--- src/rtl/ahb_apb_pkg.sv ---
// Shared types for the AHB-Lite to APB bridge.
// AHB_APB_ALIGN_ERR_EN adds the two error-response states for misaligned requests.
package ahb_apb_pkg;

  typedef enum logic [1:0] {
    HTRANS_IDLE   = 2'b00,
    HTRANS_BUSY   = 2'b01,
    HTRANS_NONSEQ = 2'b10,
    HTRANS_SEQ    = 2'b11
  } htrans_t;

`ifdef AHB_APB_ALIGN_ERR_EN
  typedef enum logic [2:0] {
    ST_IDLE,
    ST_LATCH,
    ST_SETUP,
    ST_ACCESS,
    ST_ERR1,
    ST_ERR2
  } bridge_state_t;
`else
  typedef enum logic [1:0] {
    ST_IDLE,
    ST_LATCH,
    ST_SETUP,
    ST_ACCESS
  } bridge_state_t;
`endif

  localparam logic HRESP_OKAY  = 1'b0;
  localparam logic HRESP_ERROR = 1'b1;

endpackage

--- src/rtl/ahb_apb_bridge.sv ---
// AHB-Lite slave to APB master bridge: each AHB transfer becomes one APB SETUP+ACCESS pair.
// Optional AHB_APB_ALIGN_ERR_EN: misaligned requests get a two-cycle ERROR instead of an APB access.
module ahb_apb_bridge
  import ahb_apb_pkg::*;
#(
  parameter int ADDR_WIDTH = 32,
  parameter int DATA_WIDTH = 32
) (
  input  logic                  HCLK,
  input  logic                  HRESET,
  input  logic                  HSEL,
  input  logic [ADDR_WIDTH-1:0] HADDR,
  input  logic [1:0]            HTRANS,
  input  logic                  HWRITE,
  input  logic                  HREADY_IN,
  input  logic [DATA_WIDTH-1:0] HWDATA,
  output logic [DATA_WIDTH-1:0] HRDATA,
  output logic                  HRESP,
  output logic                  HREADY_OUT,
  input  logic [DATA_WIDTH-1:0] PRDATA,
  output logic                  PSEL,
  output logic                  PENABLE,
  output logic [ADDR_WIDTH-1:0] PADDR,
  output logic                  PWRITE,
  output logic [DATA_WIDTH-1:0] PWDATA
);

  bridge_state_t         state, state_nxt;
  logic [DATA_WIDTH-1:0] hrdata_nxt;
  logic                  hresp_nxt;
  logic                  hready_nxt;
  logic                  psel_nxt;
  logic                  penable_nxt;
  logic [ADDR_WIDTH-1:0] paddr_nxt;
  logic                  pwrite_nxt;
  logic [DATA_WIDTH-1:0] pwdata_nxt;
  logic                  req_vld;

  // HREADY_OUT is only high in IDLE/ERR2, so it also gates acceptance to the idle window
  assign req_vld = HSEL & HTRANS[1] & HREADY_IN & HREADY_OUT;

  always_comb begin
    state_nxt   = state;
    hrdata_nxt  = HRDATA;
    hresp_nxt   = HRESP;
    hready_nxt  = HREADY_OUT;
    psel_nxt    = PSEL;
    penable_nxt = PENABLE;
    paddr_nxt   = PADDR;
    pwrite_nxt  = PWRITE;
    pwdata_nxt  = PWDATA;
    case (state)
      ST_IDLE: begin
        if (req_vld) begin
`ifdef AHB_APB_ALIGN_ERR_EN
          if (HADDR[1:0] != 2'b00) begin
            state_nxt  = ST_ERR1;
            hresp_nxt  = HRESP_ERROR;
            hready_nxt = 1'b0;
          end else begin
`else
          begin
`endif
            state_nxt  = ST_LATCH;
            paddr_nxt  = HADDR;
            pwrite_nxt = HWRITE;
            hready_nxt = 1'b0;
          end
        end
      end
      ST_LATCH: begin
        // HWDATA is valid only now, one cycle after the address phase
        if (PWRITE) pwdata_nxt = HWDATA;
        psel_nxt  = 1'b1;
        state_nxt = ST_SETUP;
      end
      ST_SETUP: begin
        penable_nxt = 1'b1;
        state_nxt   = ST_ACCESS;
      end
      ST_ACCESS: begin
        if (!PWRITE) hrdata_nxt = PRDATA;
        psel_nxt    = 1'b0;
        penable_nxt = 1'b0;
        hready_nxt  = 1'b1;
        state_nxt   = ST_IDLE;
      end
`ifdef AHB_APB_ALIGN_ERR_EN
      ST_ERR1: begin
        hready_nxt = 1'b1;
        state_nxt  = ST_ERR2;
      end
      ST_ERR2: begin
        hresp_nxt = HRESP_OKAY;
        state_nxt = ST_IDLE;
      end
`endif
      default: begin
        state_nxt = ST_IDLE;
      end
    endcase
  end

  always_ff @(posedge HCLK) begin
    if (HRESET) begin
      state      <= ST_IDLE;
      HRDATA     <= '0;
      HRESP      <= HRESP_OKAY;
      HREADY_OUT <= 1'b1;
      PSEL       <= 1'b0;
      PENABLE    <= 1'b0;
      PADDR      <= '0;
      PWRITE     <= 1'b0;
      PWDATA     <= '0;
    end else begin
      state      <= state_nxt;
      HRDATA     <= hrdata_nxt;
      HRESP      <= hresp_nxt;
      HREADY_OUT <= hready_nxt;
      PSEL       <= psel_nxt;
      PENABLE    <= penable_nxt;
      PADDR      <= paddr_nxt;
      PWRITE     <= pwrite_nxt;
      PWDATA     <= pwdata_nxt;
    end
  end

endmodule

--- config.mk ---
export PLATFORM = sky130hd
export DESIGN_NAME = ahb_apb_bridge
export DESIGN_NICKNAME = d
export VERILOG_FILES = /design/src/rtl/ahb_apb_pkg.sv /design/src/rtl/ahb_apb_bridge.sv
export SDC_FILE = /design/constraint.sdc
export NUM_CORES = 1
export LEC_CHECK = 0
export ABC_AREA = 1
export ABC_CLOCK_PERIOD_IN_PS = 4200
export CAP_MARGIN = 20
export CORE_MARGIN = 5
export CORE_UTILIZATION = 35
export CTS_CLUSTER_DIAMETER = 80
export CTS_CLUSTER_SIZE = 30
export DETAILED_ROUTE_END_ITERATION = 7
export PLACE_DENSITY = 0.7
export REMOVE_ABC_BUFFERS = 1
export SLEW_MARGIN = 5
export SYNTH_ARGS = -nofsm -noshare
export SYNTH_HDL_FRONTEND = slang
export SYNTH_SLANG_ARGS = --single-unit
--- constraint.sdc ---
create_clock -name HCLK -period 4.2 [get_ports HCLK]
set_clock_uncertainty 0.2 [all_clocks]
set_input_delay 1.05 -clock HCLK [delete_from_list [all_inputs] [get_ports HCLK]]
set_output_delay 1.05 -clock HCLK [all_outputs]
set_load 0.01 [all_outputs]
After elaboration in Yosys (flattened, before gate mapping)
Index checks and enable logic that the tools add are counted.
{ "classes": {"eq_ne": 4, "muxes": 6, "n_bitwise": 4, "reduce_logical": 8} }
{ "op_table": {"columns": ["cell", "count"], "rows": [
  ["one-hot mux 2 bit (4 select lines)", 1],
  ["AND reduction 2 bit", 4],
  ["one-hot mux 1 bit (2 select lines)", 3],
  ["nonzero test 2 bit", 3],
  ["equality test 2 bit, second input constant", 2],
  ["AND 1 bit", 3],
  ["equality test 2 x 1 -> 1 bit, second input constant", 1],
  ["zero test 2 bit", 1],
  ["2-to-1 mux 2 bit", 1],
  ["!= test 2 bit, second input constant", 1],
  ["2-to-1 mux 1 bit", 1],
  ["NOT 1 bit", 1]
]} }
{ "totals": {"reg_bits": 102, "input_bits": 103, "output_inout_bits": 101, "word_cells": 30} }

Longest topological paths before layout
{ "logic_depth": {"word_depth": 5, "ltp_mapped": 8, "ltp_nobuf": 6} }

Worst setup path before layout
No wires, ideal clock.
{ "synth_timing": {"kind": "input port to flip-flop", "from": "input HSEL", "to": "register HREADY_OUT", "setup_time_ns": 0.130, "t_arrival_ns": 1.638, "required_ns": 3.870, "slack_ns": 2.233, "path_stages": 6, "n_path_buf": 1, "path_cell_list": "nand2_1 > nor2_4 > buf_2 > nand2_1 > nand2_1 > nand3_1"} }
{ "synth_between": {"elab_chain_len": 5} }
{ "synth_rtl": {"columns": ["element", "line", "rtl"], "rows": [
  ["from (decl)", "ahb_apb_bridge.sv:11", "input logic HSEL,"],
  ["AND 1 bit (3 in series)", "ahb_apb_bridge.sv:40", "assign req_vld = HSEL & HTRANS[1] & HREADY_IN & HREADY_OUT;"],
  ["!= test 2 bit (no line)", null, null],
  ["AND reduction 2 bit (no line)", null, null],
  ["to (signal assigned)", "ahb_apb_bridge.sv:119", "HREADY_OUT <= hready_nxt;"],
  ["to (decl)", "ahb_apb_bridge.sv:19", "output logic HREADY_OUT,"]
]} }
Every way passes these cells.
A chain may end at the register's enable or synchronous reset.

Final worst setup path
{ "layout_timing": {"from": "register PWRITE", "to": "output PWRITE"} }
{ "layout_rtl": {"columns": ["element", "line", "rtl"], "rows": [
  ["from (decl)", "ahb_apb_bridge.sv:24", "output logic PWRITE,"],
  ["from (signal assigned)", "ahb_apb_bridge.sv:123", "PWRITE <= pwrite_nxt;"]
]} }
No word-level cell between the ends.

==> metrics.md <==
| Metric | Value |
|---|---|
| Outcome | complete, no violations |
| R2r worst-path depth | 6 |
| DRC errors left | 0 |
| Top delay family on crit path | buffers and inverters |
| Post-synth top area share | 51.6% |
| Num rows | 38 |
| Core area | 11000 um2 |
| Hold buffers post-CTS | 0 |
| Nets | 823 |
| Final TNS setup | 0 ns |
| Routed wire length | 11700 um |
| Die Height | 116 um |
| Worst reg2reg path startpoint | state[1] |
| Drt pass-1 iters | 4 |
| WL/cell | 13.6 um |
| Critical path's largest stage delay | 0.60 ns |
| Critical path's slowest cell | clkdlybuf4s50_1 |
| ANT cells | 0 |
| Hold path start | PWDATA[19] |
| Starting Density | 36.0% |
| Setup violators final | 0 |
| Placer congestion estimate | 0.761 |
| Top cells by area, synth | dfxtp_1 52%, nor2_1 16%, o21ai_0 7.6% |
| Synth Instances | 538 |
| Clk sinks | 102 |
| Worst Max-Slew Pin Slew | 0.935 ns |
| Hold Crit Depth | 2 |
| Seq/Total Area, Yosys | 51.6% |
| Vias in the first global route | 3826 |
| CP required | 2.95 ns |
| Final hold vios | 0 |
| Hold WC Path Type | flip-flop to flip-flop |
| I/O Pins | 204 |
| Clk slew on worst S/H paths | 0.07 ns |
| Total die area | 13500 um2 |
| Final WS setup | 1.58 ns |
| CTS Buf Count | 9 |
| Largest fanout on the critical path | 4 |
| Fin crit share | 62.5% |
| R2R setup slack | 1.72 ns |
| Initial DRC Count | 307 |
| Hold EP | PWDATA[19] |
| CTS tree | yes |
| Port bufs | 201 |
| Cell Area, Synth | 3960 um2 |
| Die width | 116 um |
| Kind of critical path | flip-flop to output pin |
| Post-route minimum period | 2.62 ns |
| Global-route wire length before repair | 18600 um |
| Synthesis-to-layout area growth | 60.3% |
| Setup crit start kind | flip-flop |
| Resize count post-CTS | 0 |
| Total of max-cap violations | 0 |
| Clock Latency Late Sink | 0.33 ns |
| Reg2reg end | PWDATA[13] |
| Avg Cell Area, Syn | 7.35 um2 |
| Pre-CTS WS | 1.32 ns |
| Post-DP HPWL | 8330 um |
| Max clock buf depth | 2 |
| Worst Path Buf+Inv | 1 |
| Critical Path End Type | output pin |
| Setup repair bufs after CTS | 0 |
| Fin. max-slew vios | 0 |
| Total track usage | 16.9% |
| Pwr dens | 470 nW/um2 |
| Global route overflow | 0 |
| Max frequency | 381 MHz |
| Vias | 3916 |
| WP depth | 1 |
| Critical Path AT | 1.37 ns |
| DRT antenna net count | 0 |
| Root buffer cell | clkbuf_16 |
| Yosys cell types | 18 |
| Initial antenna violation count | 0 |
| Htree depth | 3 |
| LEAKAGE | 2.62 nW |
| Yosys Warn Count | 0 |
| VDD IR-drop max | 0.000204 V |
| Yosys reg bits | 102 |
| Yosys top cell by area | dfxtp_1 |
| Crit path cell chain | clkdlybuf4s50_1 |
| Routed vias/inst | 4.55 |
| Layout cells sized above 1 | 3.89% |
| RSZ-0062 raised after global routing | false |
| Pin count of the biggest net entering global routing | 70 |
| Relative slew slack | 37.5% |
-- synthesized netlist by cell type, drive strengths merged --
| cell | instances |
|---|---|
| nand3 | 36 |
| clkbuf | 17 |
| conb | 1 |
| a21oi | 33 |
| o21ai | 65 |
| or2 | 1 |
| nand2 | 42 |
| nor2 | 172 |
| inv | 42 |
| buf | 22 |
| ha | 5 |
| dfxtp | 102 |
-- cells by family (layout without fill, tap and decap cells) --
kind of cell / count (synthesis) / after routing / share of synthesized area (%)
AO/OA/AOI/OAI: 98 / 98 / 12.4
AND/OR/NAND/NOR: 251 / 251 / 25.4
other: 1 / 1 / 0.0948
adder cells (fa/ha/maj): 5 / 5 / 1.58
buffers and inverters: 81 / 263 / 8.92
flip-flops: 102 / 102 / 51.6
-- final cells by class --
class	count	area, um2
clock inverter	6	134
fill	1003	4640
tap	140	175
multi-input combinational	355	1560
timing repair buffer	205	2040
clock buffer	10	229
inverter	42	158
sequential	102	2040
-- metal layers --
| layer | wire (um) | GRT usage [%] |
|---|---|---|
| met1 | 4830 | 20.2 |
| met3 | 1180 | 5.85 |
| met4 | 135 | 5.34 |
| met2 | 5510 | 28.6 |
| met5 | 0 | 0 |
-- flip-flops by register name (all words and copies together), names as in the netlist --
name	flops
HRDATA	32
PADDR	32
PWDATA	32
state	2
HREADY_OUT	1
PENABLE	1
PSEL	1
PWRITE	1
-- cells in the final DEF, fill, tap and decap left out, drive strengths merged --
cell and count:
ha 5, bufinv 4, or2 1, conb 1, nand3 36, nand2 42, clkinv 2, inv 42
clkdlybuf4s50 201, o21ai 65, a21oi 33, dfxtp 102, nor2 172, buf 4, clkbuf 10
-- where the power goes --
part | leakage (nW) | internal [W] | switching [W]
combinational | 1.61 | 0.000399 | 0.000417
sequential | 0.828 | 0.00110 | 0.0000702
clock | 0.177 | 0.000643 | 0.000353
total | 2.62 | 0.00214 | 0.000840
-- worst reg2reg max path: stages, from the launching register on --
cell     delay (ns)
dfxtp_1        0.39
inv_1          0.12
ha_1           0.21
nand2_1        0.69
inv_2          0.49
nor2_1         0.21
nor2_1         0.07
-- worst max path at each step --
stage | startpoint | end
global placement | HSEL | state[1]
finish | PWRITE | PWRITE
CTS | PWRITE | PWRITE
detailed placement | HTRANS[1] | PADDR[19]
global route | state[1] | PWDATA[30]
floorplan | HSEL | HREADY_OUT
-- through the flow --
stage	utilization (%)	instances	power [W]	hold WS [ns]	instance area, um2
3_3_place_gp	54.5	844	0.00198	0.262	5980
4_1_cts	57.8	860	0.00301	0.286	6340
6_report	57.8	860	0.00298	0.284	6340
3_5_place_dp	54.5	844	0.00201	0.269	5980
5_1_grt	57.8	860	0.00315	0.302	6340
2_1_floorplan	-	499	0.00155	0.309	3760
(Power assumes the default switching activity.)
